--- config.mk ---
export PLATFORM = sky130hd
export DESIGN_NAME = rgb_led_driver_flat
export DESIGN_NICKNAME = d
export VERILOG_FILES = /design/src/rtl/rgb_led_pkg.sv /design/src/rtl/rgb_led_driver_if.sv /design/src/rtl/rgb_led_driver_pwm_timebase.sv /design/src/rtl/rgb_led_driver.sv /design/src/flat_wrapper.sv
export SDC_FILE = /design/constraint.sdc
export NUM_CORES = 1
export LEC_CHECK = 0
export BUFFER_PORTS_ARGS = -buffer_cell sky130_fd_sc_hd__buf_2
export CAP_MARGIN = 0
export CORE_ASPECT_RATIO = 0.7
export CORE_MARGIN = 10
export CORE_UTILIZATION = 65
export CTS_BUF_LIST = sky130_fd_sc_hd__clkbuf_8
export DETAILED_ROUTE_END_ITERATION = 6
export GPL_ROUTABILITY_DRIVEN = 0
export PLACE_DENSITY = 0.95
export SETUP_SLACK_MARGIN = 0.02
export SLEW_MARGIN = 15
export SYNTH_ARGS = -nofsm -noshare
export SYNTH_HDL_FRONTEND = slang
export SYNTH_HIERARCHICAL = 1
export SYNTH_SLANG_ARGS = --single-unit
--- constraint.sdc ---
create_clock -name clk -period 4.85 [get_ports clk]
set_input_delay 1.455 -clock clk [delete_from_list [all_inputs] [get_ports clk]]
set_output_delay 1.455 -clock clk [all_outputs]
set_load 0.02 [all_outputs]
--- src/rtl/rgb_led_pkg.sv ---
// Shared types and colour constants for the RGB LED driver and its command sources.
package rgb_led_pkg;

  typedef enum logic [1:0] {
    S_IDLE     = 2'd0,
    S_FADE_OUT = 2'd1,
    S_FADE_IN  = 2'd2
  } state_t;

  localparam logic [2:0] RGB_OFF   = 3'b000;
  localparam logic [2:0] RGB_RED   = 3'b100;
  localparam logic [2:0] RGB_GREEN = 3'b010;
  localparam logic [2:0] RGB_BLUE  = 3'b001;
  localparam logic [2:0] RGB_WHITE = 3'b111;

endpackage

--- src/rtl/rgb_led_driver_if.sv ---
// Colour/brightness command channel: valid/ready handshake from a sequencer to the driver.
interface rgb_led_driver_if #(
  parameter int LEVEL_W = 4
);
  logic [2:0]         cmd_rgb;
  logic [LEVEL_W-1:0] cmd_level;
  logic               cmd_valid;
  logic               cmd_ready;

  modport master (output cmd_rgb, output cmd_level, output cmd_valid, input cmd_ready);
  modport slave  (input cmd_rgb, input cmd_level, input cmd_valid, output cmd_ready);
endinterface

--- src/rtl/rgb_led_driver_pwm_timebase.sv ---
// Prescaled PWM counter; period_end marks the last clock of each PWM period.
module pwm_timebase #(
  parameter int LEVEL_W  = 4,
  parameter int PRESCALE = 16
) (
  input  logic               clk,
  input  logic               rst,
  output logic [LEVEL_W-1:0] pwm_cnt,
  output logic               tick,
  output logic               period_end
);

  localparam int PSC_W = (PRESCALE > 1) ? $clog2(PRESCALE) : 1;

  logic [PSC_W-1:0] psc;

  assign tick       = (psc == PSC_W'(PRESCALE - 1));
  assign period_end = tick && (pwm_cnt == '1);

  always_ff @(posedge clk or negedge rst) begin
    if (!rst) begin
      psc     <= '0;
      pwm_cnt <= '0;
    end else begin
      psc <= tick ? '0 : psc + PSC_W'(1);
      if (tick) pwm_cnt <= pwm_cnt + LEVEL_W'(1);
    end
  end

endmodule

--- src/rtl/rgb_led_driver.sv ---
// PWM RGB LED driver: accepts colour/level commands and fades old colour out, new colour in.
module rgb_led_driver
  import rgb_led_pkg::*;
#(
  parameter int LEVEL_W           = 4,
  parameter int PRESCALE          = 16,
  parameter int FADE_STEP_PERIODS = 2
) (
  input  logic             clk,
  input  logic             rst,
  rgb_led_driver_if.slave  cmd,
  output logic [2:0]       led_rgb,
  output logic             busy
);

  localparam int STEP_W = (FADE_STEP_PERIODS > 1) ? $clog2(FADE_STEP_PERIODS) : 1;

  state_t             state, state_nxt;
  logic [2:0]         cur_rgb, pend_rgb;
  logic [LEVEL_W-1:0] cur_level, pend_level, pwm_cnt;
  logic [STEP_W-1:0]  step_cnt;
  logic               tick, period_end, ready, accept, step;

  pwm_timebase #(.LEVEL_W(LEVEL_W), .PRESCALE(PRESCALE)) u_timebase (
    .clk        (clk),
    .rst        (rst),
    .pwm_cnt    (pwm_cnt),
    .tick       (tick),
    .period_end (period_end)
  );

  assign ready         = (state == S_IDLE);
  assign cmd.cmd_ready = ready;
  assign busy          = !ready;
  assign accept        = cmd.cmd_valid && ready;
  assign step          = period_end && (step_cnt == STEP_W'(FADE_STEP_PERIODS - 1));

  always_comb begin
    state_nxt = state;
    case (state)
      S_IDLE:
        if (accept)
          state_nxt = (cmd.cmd_rgb == cur_rgb || cur_level == '0) ? S_FADE_IN : S_FADE_OUT;
      S_FADE_OUT:
        if (cur_level == '0 || (step && cur_level == LEVEL_W'(1))) state_nxt = S_FADE_IN;
      // Leave only once the colour swap has landed too, so a dark start with level 0 still updates cur_rgb.
      S_FADE_IN:
        if (cur_level == pend_level && cur_rgb == pend_rgb) state_nxt = S_IDLE;
      default: state_nxt = S_IDLE;
    endcase
  end

  always_ff @(posedge clk or negedge rst) begin
    if (!rst) state <= S_IDLE;
    else      state <= state_nxt;
  end

  // Fade datapath: every change lands on a period boundary so a PWM period is never cut short.
  always_ff @(posedge clk or negedge rst) begin
    if (!rst) begin
      cur_rgb    <= RGB_OFF;
      cur_level  <= '0;
      pend_rgb   <= RGB_OFF;
      pend_level <= '0;
      step_cnt   <= '0;
    end else if (accept) begin
      pend_rgb   <= cmd.cmd_rgb;
      pend_level <= cmd.cmd_level;
      step_cnt   <= '0;
    end else if (tick && period_end && state != S_IDLE) begin
      step_cnt <= step ? '0 : step_cnt + STEP_W'(1);
      if (state == S_FADE_OUT) begin
        if (step && cur_level != '0) begin
          cur_level <= cur_level - LEVEL_W'(1);
          if (cur_level == LEVEL_W'(1)) cur_rgb <= pend_rgb;
        end
      end else if (state == S_FADE_IN) begin
        cur_rgb <= pend_rgb;
        if (step && cur_level < pend_level)      cur_level <= cur_level + LEVEL_W'(1);
        else if (step && cur_level > pend_level) cur_level <= cur_level - LEVEL_W'(1);
      end
    end
  end

  always_ff @(posedge clk or negedge rst) begin
    if (!rst) led_rgb <= 3'b000;
    else      led_rgb <= cur_rgb & {3{pwm_cnt < cur_level}};
  end

endmodule

--- src/flat_wrapper.sv ---
// flat-port wrapper written by rule: the top's interface ports become plain ports
module rgb_led_driver_flat import rgb_led_pkg::*;
#(
  parameter int LEVEL_W           = 4,
  parameter int PRESCALE          = 16,
  parameter int FADE_STEP_PERIODS = 2
)
  (clk, rst, led_rgb, busy, cmd_cmd_rgb, cmd_cmd_level, cmd_cmd_valid, cmd_cmd_ready);
  rgb_led_driver_if #(.LEVEL_W(LEVEL_W)) cmd_i ();
  input  logic clk;
  input  logic rst;
  output logic [2:0] led_rgb;
  output logic busy;
  input wire logic [$bits(cmd_i.cmd_rgb)-1:0] cmd_cmd_rgb;
  input wire logic [$bits(cmd_i.cmd_level)-1:0] cmd_cmd_level;
  input wire logic [$bits(cmd_i.cmd_valid)-1:0] cmd_cmd_valid;
  output wire logic [$bits(cmd_i.cmd_ready)-1:0] cmd_cmd_ready;
  assign cmd_i.cmd_rgb = cmd_cmd_rgb;
  assign cmd_i.cmd_level = cmd_cmd_level;
  assign cmd_i.cmd_valid = cmd_cmd_valid;
  assign cmd_cmd_ready = cmd_i.cmd_ready;
  rgb_led_driver #(.LEVEL_W(LEVEL_W), .PRESCALE(PRESCALE), .FADE_STEP_PERIODS(FADE_STEP_PERIODS)) u_core (.clk(clk), .rst(rst), .cmd(cmd_i), .led_rgb(led_rgb), .busy(busy));
endmodule
==> results of run 1 <==
## worst max-delay path by stage
stage,startpoint,end
finish,u_core/state[1],busy
global route,u_core/u_timebase/psc[0],u_core/cur_rgb[0]
global placement,u_core/u_timebase/psc[0],u_core/cur_rgb[2]
detailed placement,u_core/u_timebase/psc[0],u_core/cur_rgb[1]
CTS,u_core/state[1],busy
floorplan,u_core/state[1],busy
## power breakdown
part / total, mW / internal [mW] / switching [mW] / leakage [nW]
registers: 0.233 / 0.233 / 0 / 0.351
logic: 0.0105 / 0.00375 / 0.00672 / 0.448
clock network: 0.121 / 0.0556 / 0.0655 / 0.0216
## cell usage after synthesis (all sizes together)
cell type	count
dfrtp	28
ha	12
inv	11
nand2	10
xnor2	10
mux2	8
o21ai	8
nand3	7
and2	5
a21oi	4
nor2	4
xor2	4
nor3	3
a211oi	2
a21o	2
nand2b	2
nand3b	2
nand4	2
nor2b	2
nor4	2
o31ai	2
a221oi	1
a31oi	1
and3	1
and4	1
buf	1
clkbuf	1
mux2i	1
nor3b	1
nor4b	1
o2111ai	1
o211a	1
o211ai	1
or4	1
## registers in the layout (all words and copies together), names as in the netlist
register	flops
u_core/state	2
u_core/pend_rgb	3
u_core/cur_rgb	3
u_core/led_rgb	3
u_core/pend_level	4
u_core/cur_level	4
u_core/u_timebase/psc	4
u_core/step_cnt	1
u_core/u_timebase/pwm_cnt	4
## metal layers
| metal | vias up | part of all wire | wire [um] |
|---|---|---|---|
| met5 | - | 0 | 0 |
| met4 | 0 | 0.0055 | 17 |
| met3 | 4 | 0.094 | 292 |
| met2 | 39 | 0.46 | 1427 |
| met1 | 520 | 0.44 | 1354 |
| li1 | 532 | - | - |
## worst reg2reg max path, cell delays in order (launching register included)
cell     delay [ns]
dfrtp_1        0.39
ha_1           0.22
and3_1         0.43
and4_2         0.34
nand2_2        0.11
nor4b_2        0.36
nand3_1        0.15
a21oi_2        0.22
mux2_2         0.36
## metrics by stage
step / std cells / power [mW]
2_1_floorplan: 143 / 0.2397
3_3_place_gp: 187 / 0.2481
6_report: 190 / 0.3648
3_5_place_dp: 187 / 0.2488
5_1_grt: 190 / 0.3800
4_1_cts: 190 / 0.3688
## cell families after synthesis
group | share of synthesized area
compound gates | 0.1030
xor+xnor | 0.08241
fa+ha+maj | 0.09508
buf+inv | 0.03566
flops | 0.4437
mux | 0.06577
simple gates | 0.1743
## final cells by class
class	instances	area (um2)	share of cell area
Tap cell	32	40.04	0.02334
Sequential cell	28	700.7	0.4085
Inverter	11	41.29	0.02407
Clock buffer	3	41.29	0.02407
Timing Repair Buffer	14	70.07	0.04085
Multi-Input combinational cell	102	822.0	0.4792
==> metrics.txt, run 1 <==
max_cap viols 0; Synth top area share 0.4437; Avg Inst Size Synth 11.04 um2; Synth area leader dfrtp_1; Die X 78.91 um; Slew headroom 0.5936; TritonCTS clock tree yes; Critical Path End Type output port; Rows 14; pin count of the biggest net entering global routing 29; outcome completed; Area contributors post-synth dfrtp_1 (44%), ha_1 (9.5%), mux2_2 (5.0%); Largest delay share family, worst path flip-flops; worst slew pin tran 0.6097 ns; Setup TNS 0 ns; CP max stage cell dfrtp_1; startpoint types flip-flop; WP buf/inv 2; layout cell share with drive strength beyond 1 0.2278; CTS Hold Bufs 0; nets@finish 182; Hold Path Cell Cnt 1; crit path cell chain nor2_1 -> inv_1 -> buf_2; Period minus WS final 2.707 ns; Top Usage Layer GRT met2; CTS clk-pin slew, worst paths 0.09 ns; Hold Vio Cnt, Final 0; met2 GRT Util 0.2243; drt first pass iters 4; Layout area overhead 8.637%; Yosys cell types 42; first-pass GRT wire length 5112 um; GR Layer Usage met3 0.04942; 1st-iter DRT viols 86; H-Tree Depth 1; GRT Residual Overflow 0; CTS Buf Count 3; YS warnings 6; fin. max-slew vios 0; Worst VDD drop 163.1 uV; met1 usage 0.1562; initial antenna violation count 0; fmax 369.4 MHz; post-CTS sizing 0; Leak 0.8198 nW; I/O Buffers 14; post-CTS setup buffer count 0; Hold WC Path Type flip-flop to flip-flop; diode count 0; Post-Place Worst Slack 2.225 ns; Final WS setup 2.143 ns; fin crit share 0.5581; R2R setup slack 2.16 ns; commonest non-fill, non-tap cell in the layout dfrtp_1; commonest non-fill, non-tap cells in the layout dfrtp_1 (28), buf_2 (14), ha_1 (12); Util after Layout 0.7711; Data required, critical path 3.39 ns; Final setup viols 0; CTS Sinks 28; Setup CP Type flip-flop to output port; Filler cells 147; hold_ws 0.4848 ns; critical path depth 3; hpwl dp 2440 um; RSZ-0062 raised after global routing no; clock latency on the worst-skew pair 0.27 ns; Routed Antenna Nets 0; GRT Total Usage 0.1318; Vias per Instance 5.763; DP Area 1674 um2; die height 61.24 um; vias in the first global route 1138; synthesized instance count 143; boundary pin count 15; Layout Cell Area excl Fill 1715 um2; Core ar. 2225 um2; slowest cell delay on critical path 0.47 ns; Post-Syn Area 1579 um2; flops & latches, synth 28; hold_sp u_core/u_timebase/psc[3]; clock skew 0.002038 ns; worst r2r path cells 8; wire length per cell 16.27 um; Hold Path End u_core/u_timebase/psc[3]; net count after synthesis 165; die footprint 4832 um2; Routed Wire Length 3091 um; routed via count 1095; reg2reg end u_core/cur_rgb[0]; Power Density 212.7 nW/um2; Data arrival, critical path 1.25 ns; Starting Density 0.7098; sequential area share after synthesis 0.4437; DR DRC count 0; Root Buffer clkbuf_8; CP Max Fanout 7; CTS Buffer Depth 2; Worst R2R Start u_core/u_timebase/psc[0]
Note: power is estimated with default switching activity, not from simulation.
==> inputs of run 2 (changes only) <==
--- a/config.mk
+++ b/config.mk
@@ -5,15 +5,16 @@
 export SDC_FILE = /design/constraint.sdc
 export NUM_CORES = 1
 export LEC_CHECK = 0
+export ABC_AREA = 1
 export BUFFER_PORTS_ARGS = -buffer_cell sky130_fd_sc_hd__buf_2
 export CAP_MARGIN = 0
 export CORE_ASPECT_RATIO = 0.7
 export CORE_MARGIN = 10
-export CORE_UTILIZATION = 65
+export CORE_UTILIZATION = 61
 export CTS_BUF_LIST = sky130_fd_sc_hd__clkbuf_8
 export DETAILED_ROUTE_END_ITERATION = 6
 export GPL_ROUTABILITY_DRIVEN = 0
-export PLACE_DENSITY = 0.95
+export PLACE_DENSITY = 0.91
 export SETUP_SLACK_MARGIN = 0.02
 export SLEW_MARGIN = 15
 export SYNTH_ARGS = -nofsm -noshare
==> constraint.sdc (replaced) <==
create_clock -name clk -period 2.6 [get_ports clk]
set_input_delay 0.78 -clock clk [delete_from_list [all_inputs] [get_ports clk]]
set_output_delay 0.78 -clock clk [all_outputs]
set_load 0.02 [all_outputs]
==> run 2 against run 1 <==
  * Critical path depth unchanged
  * Largest power group unchanged
  * Worst hold slack gained 0.0019 ns
  * Count of clock-buffer cells in the layout did not move
  * Worst setup slack worse by 1.5 ns
  * Sequential cell count stayed put
  * Non-clock buffer count unchanged
  * Synthesized area increased by 8.2%
  * Power grew to 3.1 times the previous value
==> metrics.txt, run 2 <==
EDFF count, synth 0 (unchanged); Die X 83.25 um (+5.5%); outcome completed; DR DRC count 0 (unchanged); Starting Density 0.6642 (-0.04555); hold_ws 0.4867 ns (+0.001872 ns); diode count 0 (unchanged); Final setup viols 0 (unchanged); GRT Total Usage 0.1349 (+0.003149); sequential area share after synthesis 0.4103 (-0.03348); CP max stage cell dfrtp_1; flops & latches, synth 28 (unchanged); GRT Residual Overflow 0 (unchanged); boundary pin count 15 (unchanged); YS warnings 6 (unchanged); CTS Buffer Depth 2 (unchanged); I/O Buffers 14 (unchanged); vias in the first global route 1413 (+24%); Filler cells 196 (+33%); Commonest cells post-synth nand2_1 (70), dfrtp_1 (28), inv_1 (26), nand3_1 (16), nor2_1 (14); CTS Buf Count 3 (unchanged); total power 1.120 mW (+210%); die footprint 5350 um2 (+11%); Avg Inst Size Synth 7.870 um2 (-29%); fmax 504.0 MHz; routed via count 1415 (+29%); fin. max-slew vios 0 (unchanged); Area contributors post-synth dfrtp_1 (41%), nand2_1 (15%), ha_1 (8.8%); Setup CP Type flip-flop to output port; CTS Hold Bufs 0 (unchanged); initial antenna violation count 0 (unchanged); crit path cell chain nor2_2 -> inv_1 -> buf_2; Synth area leader dfrtp_1; commonest non-fill, non-tap cells in the layout nand2_1 (70), dfrtp_1 (28), inv_1 (26); CTS Sinks 28 (unchanged); Post-Syn Area 1708 um2 (+8.2%); Routed Wire Length 3514 um (+14%); Core ar. 2571 um2 (+16%); RSZ-0062 raised after global routing no; Root Buffer clkbuf_8; post-CTS setup buffer count 0 (unchanged); most numerous cell in the Yosys netlist nand2_1; wire length per cell 13.16 um (-19%); commonest non-fill, non-tap cell in the layout nand2_1; CTS clk-pin slew, worst paths 0.09 ns (about the same); Period minus WS final 1.984 ns; TritonCTS clock tree yes; Power Density 595.8 nW/um2 (+180%); Hold WC Path Type flip-flop to flip-flop; hpwl dp 2757 um (+13%); fin crit share 0.7631; Routed Antenna Nets 0 (unchanged); nets@finish 256 (+41%); clock latency on the worst-skew pair 0.28 ns (about the same); Synth top area share 0.4103 (-0.03348); die height 64.27 um (+5.0%); prevailing post-synth register cell dfrtp_1; first-pass GRT wire length 6237 um (+22%); Critical Path End Type output port; Setup TNS 0 ns (unchanged); max_cap viols 0 (unchanged); startpoint types flip-flop; Data arrival, critical path 1.20 ns (-0.05 ns); Worst VDD drop 364.6 uV (+120%); CP Max Fanout 6 (-1); ys async rst share 1.000 (unchanged); clock skew 0.006775 ns (+0.004738 ns); slowest cell delay on critical path 0.43 ns (-0.04 ns); Layout area overhead 10.04%; Util after Layout 0.7309 (-0.04019); Leak 1.022 nW (+25%); pin count of the biggest net entering global routing 29 (unchanged); drt first pass iters 4 (unchanged); net count after synthesis 239 (+45%); Data required, critical path 1.82 ns (-1.57 ns); worst slew pin tran 0.6245 ns (+0.01480 ns); Hold Vio Cnt, Final 0 (unchanged); layout cell share with drive strength beyond 1 0.1631 (-0.06476); synthesized instance count 217 (+52%); Vias per Instance 5.300 (-8.0%); Rows 15 (+1); Yosys cell types 29 (-31%); 1st-iter DRT viols 72 (-16%); Slew headroom 0.5837 (-0.009870); post-CTS sizing 0 (unchanged); H-Tree Depth 1 (unchanged)
-- run 2: area by class of cell --
cell class,instances,area [um2],share of cell area
Tap cell,34,42.54,0.02264
Inverter,31,118.9,0.06325
Clock inverter,1,30.03,0.01598
Timing Repair Buffer,14,70.07,0.03728
Clock buffer,3,41.29,0.02197
Multi-Input combinational cell,156,875.8,0.4660
Sequential cell,28,700.7,0.3728
-- run 2: metal layers --
metal / GRT usage / part of all wire / up-vias
met1: 0.1684 / 0.45 / 654
met3: 0.04177 / 0.075 / 6
met4: 0.02966 / 0.011 / 0
met5: 0 / 0 / -
li1: - / - / 715
met2: 0.2240 / 0.46 / 40
-- run 2: path summary, 6_finish.rpt --
path,from,to,slack (ns),cells after the start
worst max-delay path,u_core/state[1],busy,0.62,3
worst min-delay path,u_core/step_cnt,u_core/step_cnt,0.49,1
worst max register to register,u_core/u_timebase/psc[0],u_core/cur_level[2],0.64,14
worst min register to register,u_core/step_cnt,u_core/step_cnt,0.49,1
max in group asynchronous,rst,u_core/state[1],1.68,1
min in group asynchronous,rst,u_core/pend_level[3],0.51,1
-- run 2: critical path, delay by kind of cell, from the launching register on --
kind          cells  cell delay (ns)
buf+inv           2             0.25
flops             1             0.43
simple gates      1             0.25
-- run 2: logic make-up after synthesis --
kind of cell	synth area share
xor+xnor	0.03590
mux	0.006593
simple gates	0.3326
buf+inv	0.07692
compound gates	0.04982
flops	0.4103
fa+ha+maj	0.08791
-- run 2: stage by stage --
stage / instance area, um2 / setup WS, ns / instances
floorplan: 1708 / 0.8480 / 217
global placement: 1808 / 0.7647 / 263
detailed placement: 1808 / 0.6668 / 263
CTS: 1879 / 0.5969 / 267
global route: 1879 / 0.3681 / 267
finish: 1879 / 0.6160 / 267
-- run 2: report_power, final --
part / switching, mW / internal, mW
Sequential: 0.0293 / 0.491
Combinational: 0.165 / 0.0896
Clock: 0.138 / 0.206
Total: 0.332 / 0.787
==> inputs of run 3 (changes only) <==
==> constraint.sdc (replaced) <==
create_clock -name clk -period 1.95 [get_ports clk]
set_input_delay 0.585 -clock clk [delete_from_list [all_inputs] [get_ports clk]]
set_output_delay 0.585 -clock clk [all_outputs]
set_load 0.02 [all_outputs]
==> run 3 against run 2 <==
  * Final area is 4.9% higher
  * Non-clock buffer count is 7 higher
  * Combinational power grew 34%
  * Sequential power up 33%
  * Die area unchanged
  * Critical endpoint is now u_core/cur_level[3]
  * Clock power rose by 34%
  * Final cell count increased by 2.6%
==> metrics.txt, run 3 (same netlist as run 2, synthesis figures left out) <==
outcome completed; 1st-iter DRT viols 90 (+25%); TritonCTS clock tree yes; routed via count 1459 (+3.1%); Slew headroom 0.5893 (+0.005627); Net Switching 447.8 uW (+35%); CTS clk-pin slew, worst paths 0.10 ns (about the same); pin count of the biggest net entering global routing 29 (unchanged); max_cap viols 0 (unchanged); layout cell share with drive strength beyond 1 0.2125 (+0.04941); hpwl dp 2665 um (-3.3%); startpoint types flip-flop; R2R setup slack 0.12 ns (-0.52 ns); commonest non-fill, non-tap cell in the layout nand2_1; Seq pwr share 0.464 (about the same); H-Tree Depth 1 (unchanged); die footprint 5350 um2 (unchanged); Hold Vio Cnt, Final 0 (unchanged); first-pass GRT wire length 6113 um (-2.0%); Data required, critical path 2.13 ns (+0.31 ns); Vias per Instance 5.325 (+0.48%); Leak 1.074 nW (+5.2%); Power Density 759.4 nW/um2 (+27%); Routed Wire Length 3737 um (+6.3%); commonest non-fill, non-tap cells in the layout nand2_1 (68), dfrtp_1 (27), inv_1 (24); total power 1.497 mW (+34%); switching part of the total 0.2991 (+0.002224); Worst VDD drop 541.4 uV (+49%); Layout Cell Area excl Fill 1972 um2 (+4.9%); Starting Density 0.6642 (unchanged); DR DRC count 0 (unchanged); Root Buffer clkbuf_8; fin. max-slew vios 0 (unchanged); diode count 0 (unchanged); fmax 545.2 MHz; Filler cells 162 (-17%); Critical Path End Type flip-flop; Die X 83.25 um (unchanged); initial antenna violation count 0 (unchanged); Routed Antenna Nets 0 (unchanged); fin crit share 0.9405; DP Area 1815 um2 (+0.42%); Final setup viols 0 (unchanged); GRT Residual Overflow 0 (unchanged); wire length per cell 13.64 um (+3.6%); I/O Buffers 14 (unchanged); placed insts 264 (+0.38%); drt first pass iters 4 (unchanged); Data arrival, critical path 2.01 ns (+0.81 ns); Int Power 1.050 mW (+33%); combinational share of power 0.228 (about the same); Layout area overhead 15.46%; nets@finish 263 (+2.7%); CTS Buf Count 3 (unchanged); CTS Sinks 28 (unchanged); Core ar. 2571 um2 (unchanged); CP Max Fanout 5 (-1); worst slew pin tran 0.6160 ns (-0.008441 ns); Clk pwr share 0.308 (about the same); clock skew 0.006637 ns (-0.0001381 ns); Hold WC Path Type primary input to async pin; die height 64.27 um (unchanged); clock latency on the worst-skew pair 0.28 ns (about the same); GRT Total Usage 0.1352 (+0.0002150); Post-Layout Cell Count 274 (+2.6%); Setup CP Type flip-flop to flip-flop; Util after Layout 0.7669 (+0.03601); CTS Buffer Depth 2 (unchanged); boundary pin count 15 (unchanged); Rows 15 (unchanged); Period minus WS final 1.834 ns; vias in the first global route 1363 (-3.5%)
[run 3: final cells by class]
type / count / area (um2) / share of cell area
clock inverters: 1 / 30.03 / 0.01523
inverters: 31 / 118.9 / 0.06028
repair buffers: 21 / 122.6 / 0.06218
clock buffers: 3 / 41.29 / 0.02094
flip-flops and latches: 28 / 701.9 / 0.3560
well taps: 34 / 42.54 / 0.02157
multi-input cells: 156 / 914.6 / 0.4638
[run 3: power groups by stage]
stage / Clock, mW / Sequential [mW] / Combinational [mW]
floorplan: 0 / 0.696 / 0.250
global placement: 0 / 0.702 / 0.317
detailed placement: 0 / 0.705 / 0.337
CTS: 0.469 / 0.693 / 0.339
global route: 0.498 / 0.703 / 0.388
finish: 0.460 / 0.695 / 0.342
[run 3: layer usage]
layer / share of wire / GRT usage / up-vias
met5: 0 / 0 / -
met1: 0.45 / 0.1706 / 678
met4: 0.012 / 0.02331 / 0
met2: 0.46 / 0.2240 / 47
met3: 0.077 / 0.04304 / 8
li1: - / - / 726
[run 3: per-stage QoR]
| stage | hold slack [ns] | worst slack [ns] | setup TNS (ns) |
|---|---|---|---|
| detailed placement | 0.4738 | 0.01847 | 0 |
| global placement | 0.4683 | 0.1157 | 0 |
| finish | 0.3046 | 0.1160 | 0 |
| CTS | 0.3239 | 0.04337 | 0 |
| floorplan | 0.2894 | 0.1980 | 0 |
| global route | 0.3384 | -0.02391 | -0.07981 |
[run 3: repair_timing]
| action | in CTS | in global routing |
|---|---|---|
| hold buffers | 0 | 0 |
| endpoints found under the hold margin | 0 | 0 |
| setup endpoints to repair | 4 | 10 |
| pin swaps | 0 | 5 |
| gates cloned | 0 | 0 |
| setup buffers | 0 | 6 |
| gates resized for setup | 2 | 9 |
[run 3: path summary, 6_finish.rpt]
path / from / to / cells past startpoint
worst max register to register: u_core/u_timebase/psc[0] / u_core/cur_level[3] / 14
worst max-delay path: u_core/u_timebase/psc[0] / u_core/cur_level[3] / 14
worst min register to register: u_core/step_cnt / u_core/step_cnt / 1
worst min-delay path: rst / u_core/pend_level[3] / 1
max in group asynchronous: rst / u_core/cur_level[0] / 1
min in group clk: cmd_cmd_level[0] / u_core/pend_level[0] / 2
[run 3: critical path, stage by stage (launching register included)]
cell,delay (ns)
dfrtp_1,0.42
ha_4,0.17
nand3_4,0.07
inv_4,0.08
nand2_4,0.05
nor3_4,0.18
nand2_2,0.11
nor2_4,0.12
nand2_2,0.10
inv_2,0.08
nor2_2,0.06
nor2_8,0.13
inv_2,0.06
nand2_1,0.06
nand2_1,0.05
